File: config.mk
export PLATFORM = sky130hd
export DESIGN_NAME = clock_divider_multi
export DESIGN_NICKNAME = d
export VERILOG_FILES = /design/src/rtl/clock_divider_multi.sv
export SDC_FILE = /design/constraint.sdc
export NUM_CORES = 1
export LEC_CHECK = 0
export CORE_ASPECT_RATIO = 1.75
export CORE_MARGIN = 4
export CORE_UTILIZATION = 35
export CTS_CLUSTER_SIZE = 25
export DETAILED_ROUTE_END_ITERATION = 16
export GPL_ROUTABILITY_DRIVEN = 1
export HOLD_SLACK_MARGIN = 0.03
export PLACE_DENSITY = 0.6
export SLEW_MARGIN = 25
export SYNTH_ARGS = -nofsm -noshare
export SYNTH_HDL_FRONTEND = slang
export SYNTH_SLANG_ARGS = --single-unit
File: constraint.sdc
create_clock -name clk_in -period 8.6 [get_ports clk_in]
set_input_delay 2.58 -clock clk_in [delete_from_list [all_inputs] [get_ports clk_in]]
set_output_delay 2.58 -clock clk_in [all_outputs]
set_load 0.01 [all_outputs]
File: src/rtl/clock_divider_multi.sv
// Multi-channel 50%-duty clock divider with per-channel rise ticks and a shared phase-realign strobe.
// Divider and enable changes are only honoured at half-period boundaries, so outputs never glitch.
module clock_divider_multi #(
   parameter int WIDTH    = 16,
   parameter int CHANNELS = 4
) (
   input  logic                      clk_in,
   input  logic                      reset,
   input  logic [CHANNELS*WIDTH-1:0] divider,
   input  logic [CHANNELS-1:0]       enable,
   input  logic                      sync,
   output logic [CHANNELS-1:0]       clk_out,
   output logic [CHANNELS-1:0]       tick,
   output logic [CHANNELS-1:0]       running
);

   localparam logic [0:0]       IDLE = 1'b0;
   localparam logic [0:0]       RUN  = 1'b1;
   localparam logic [WIDTH-1:0] ZERO = {WIDTH{1'b0}};
   localparam logic [WIDTH-1:0] ONE  = {{(WIDTH-1){1'b0}}, 1'b1};

   for (genvar c = 0; c < CHANNELS; c++) begin : g_ch
      logic [0:0]       state_r;
      logic [WIDTH-1:0] n_act_r;
      logic [WIDTH-1:0] count_r;
      logic             clk_r;
      logic             tick_r;
      logic [WIDTH-1:0] div_s;
      logic             go_s;
      logic             term_s;

      assign div_s  = divider[c*WIDTH +: WIDTH];
      assign go_s   = enable[c] && (div_s != ZERO);
      // n_act_r is never zero while in RUN, so the subtraction cannot wrap
      assign term_s = (count_r == (n_act_r - ONE));

      // Per-channel state machine: sync beats a coincident boundary, disable-while-low exits at once
      always_ff @(posedge clk_in) begin
         if (reset) begin
            state_r <= IDLE;
            n_act_r <= ZERO;
            count_r <= ZERO;
            clk_r   <= 1'b0;
            tick_r  <= 1'b0;
         end else begin
            case (state_r)
               IDLE: begin
                  clk_r   <= 1'b0;
                  tick_r  <= 1'b0;
                  count_r <= ZERO;
                  if (go_s) begin
                     state_r <= RUN;
                     n_act_r <= div_s;
                  end else begin
                     state_r <= IDLE;
                  end
               end
               RUN: begin
                  tick_r <= 1'b0;
                  if (sync) begin
                     count_r <= ZERO;
                     clk_r   <= 1'b0;
                     if (go_s) begin
                        n_act_r <= div_s;
                     end else begin
                        state_r <= IDLE;
                     end
                  end else if (!clk_r && !enable[c]) begin
                     state_r <= IDLE;
                     count_r <= ZERO;
                  end else if (term_s) begin
                     count_r <= ZERO;
                     if (!clk_r) begin
                        if (go_s) begin
                           clk_r   <= 1'b1;
                           tick_r  <= 1'b1;
                           n_act_r <= div_s;
                        end else begin
                           state_r <= IDLE;
                        end
                     end else begin
                        clk_r <= 1'b0;
                        if (go_s) begin
                           n_act_r <= div_s;
                        end else begin
                           state_r <= IDLE;
                        end
                     end
                  end else begin
                     count_r <= count_r + ONE;
                  end
               end
               default: begin
                  state_r <= IDLE;
                  n_act_r <= ZERO;
                  count_r <= ZERO;
                  clk_r   <= 1'b0;
                  tick_r  <= 1'b0;
               end
            endcase
         end
      end

      assign clk_out[c] = clk_r;
      assign tick[c]    = tick_r;
      assign running[c] = (state_r == RUN);
   end

endmodule

==> summary.txt <==
Run status
  – Outcome: completed

Drt
  – Vias post-DR: 7673
  – ANT nets after route: 0
  – Starting DRT DRC Count: 395
  – DRC viols: 0
  – Avg Vias per Cell: 5.25
  – Routed len/inst: 15.1 um
  – Final WL: 22100 um
  – First-pass DRT Iterations: 4

Worst setup path
  – CP Launch Type: input pin
  – Worst Path Max Fanout: 48
  – Type of the worst setup path: input pin to register
  – CP Capture Type: register
  – R2r setup slk: 4.97 ns
  – Worst EP arrival: 4.54 ns
  – Crit path required time: 8.92 ns

Synthesis
  – Mapped Area: 8970 um^2
  – Synth warnings: 0
  – Simple-Gate Fraction of Synth Area: 33.0%
  – Largest cells by area after synthesis: dfxtp_1, nand2b_1, xnor2_1
  – Synth Area per Inst: 8.15 um^2
  – Post-Synth Adder-Cell Area: 1.12%
  – Share of the synthesized area in the top cell type: 31.3%
  – Register area share after synthesis: 31.3%
  – Largest family of logic cells by synthesized area: simple AND/OR/NAND/NOR gates
  – Synth Area in Compound Gates: 11.3%
  – EDFF count, synth: 0
  – Main synth FF type: dfxtp_1
  – Synth area leader: dfxtp_1
  – Syn_nets: 1179
  – Ys async rst share: 0%
  – Cell variety after synth: 71
  – Most common cell in the netlist: dfxtp_1
  – Synth top cells by count: dfxtp_1, nor2_1, nand2b_1, xnor2_1, xor2_1
  – Post-synthesis xor/xnor area fraction: 12.7%
  – Post-synthesis mux area share: 6.17%
  – Post-synthesis instance total: 1100
  – #FFs+latches synth: 140

Timing
  – Min Tclk post-route: 4.22 ns
  – Max Fclk: 237 MHz
  – Hold_ws: 0.488 ns
  – Setup-failing EPs final: 0
  – RSZ-0062 raised after global routing: no
  – Crit share post-route: 49.1%
  – Setup ws final: 4.38 ns
  – Worst-Margin Slew: 0.915 ns
  – Endpoints failing hold: 0
  – Slew HR: 38.5%
  – Worst Clk Skew: 0.00955 ns
  – Final Max Slew Viols: 0
  – Sum of negative setup slack: 0 ns

Worst hold path
  – Hold WC Path Type: register to register

Place
  – Port buffer count: 82
  – Post-DP HPWL: 16500 um
  – Cell area after placement: 9880 um^2
  – Dpl ws: 3.80 ns
  – Final Wtd Congestion: 0.820
  – Post-placement cell count: 1430

Cells and area
  – Area added between synthesis and finish: 16.5%
  – Final std cells w/o fill: 1462
  – Number of fill cells: 2559
  – Util after Layout: 41.4%
  – Layout cells sized above 1: 5.93%
  – Fin area: 10500 um^2
  – Final #Nets: 1212
  – Antenna diodes: 0

Clock tree
  – CTS buffer count: 17
  – Clk_lat worst skew: 0.45 ns
  – Post-cts resize count: 0
  – CTS clk-pin slew, worst paths: 0.06 ns
  – Post-CTS Setup Bufs: 0
  – TritonCTS clock tree: yes
  – CTS root buf: clkbuf_16
  – CTS Hold Buffers Added: 0
  – CTS sink cnt: 140
  – Clk buf depth: 2
  – H-tree Lvls: 4

Global route
  – Vias in the first global route: 7652
  – Total track usage: 16.2%
  – First-pass GRT wire length: 37100 um
  – Largest net degree at the start of global routing: 72
  – Initial antenna violation count: 0
  – Congestion Overflow GR: 0

Pwr
  – Static leakage: 3.68 nW
  – Power density over the cells: 164 nW/um^2
  – Tot Pwr: 1.72 mW
  – Max IR drop VDD: 0.138 mV

Floorplan
  – Initial Util: 35.5%
  – Core area: 25200 um^2
  – Die extent in x: 129 um
  – Row count: 77
  – I/O pins: 83
  – Die area: 28300 um^2
  – Die height: 220 um

Run
  – Max cap viols: 0
==> per-layer routing <==
layer | wire length, um | track usage [%] | up-vias
met2 | 12000 | 30.6 | 133
met3 | 691 | 2.60 | 37
met1 | 8860 | 17.0 | 3566
li1 | - | - | 3937
met5 | 0 | 0 | -
met4 | 641 | 8.09 | 0
==> sequential cells by signal (all words and copies together) (netlist names) <==
name and count:
g_ch.clk_r 4, g_ch.state_r 4, g_ch.n_act_r 64, g_ch.tick_r 4, g_ch.count_r 64
==> critical path, cell delays in order <==
cell and delay [ns]:
clkdlybuf4s50_1 0.42, nor4_1 0.54, nand4_1 0.18, and2_1 0.20, buf_4 0.27, a31oi_1 0.24, o211ai_1 0.11
==> power by group <==
part | internal [mW] | switching [mW] | total (mW)
logic | 0.145 | 0.155 | 0.299
registers | 0.671 | 0.0352 | 0.706
clock network | 0.401 | 0.310 | 0.711
total | 1.22 | 0.500 | 1.72
==> layout by cell type (no fill, tap or decap), types with 18 or more instances in the layout <==
cell type / n
a31oi_1: 21
and3_1: 26
clkdlybuf4s50_1: 81
dfxtp_1: 140
mux2i_1: 53
nand2_1: 54
nand2b_1: 117
nand3_1: 40
nand4_1: 18
nor2_1: 132
nor2b_1: 24
nor3_1: 23
nor4_1: 33
o211ai_1: 24
o21ai_0: 30
xnor2_1: 65
xor2_1: 65
==> cells by family after synthesis <==
kind of cell,count (synthesis)
AOI/OAI and AO/OA,143
xor gates and xnor gates,130
buffers and inverters,87
DFF,140
muxes,55
adders and majority gates,8
and+or+nand+nor,537
==> layout make-up <==
class                      instances  area (um^2)  area share (%)
multi-input combinational        873         5780            55.3
clock inverter                    15          143            1.36
sequential                       140         2800            26.8
timing repair buffer              88          861            8.24
inverter                          13         48.8           0.467
clock buffer                      17          425            4.07
tap                              316          395            3.78
==> worst paths after layout <==
kind,start,to,cells past startpoint
worst min register to register,g_ch[3].n_act_r[15]$_SDFFE_PP0P_,g_ch[3].n_act_r[15]$_SDFFE_PP0P_,2
worst max register to register,g_ch[1].n_act_r[0]$_SDFFE_PP0P_,g_ch[1].n_act_r[2]$_SDFFE_PP0P_,9
worst min-delay path,g_ch[3].n_act_r[15]$_SDFFE_PP0P_,g_ch[3].n_act_r[15]$_SDFFE_PP0P_,2
worst max-delay path,divider[10],g_ch[0].n_act_r[1]$_SDFFE_PP0P_,7
No activity file was read; power rests on OpenSTA's default activity.
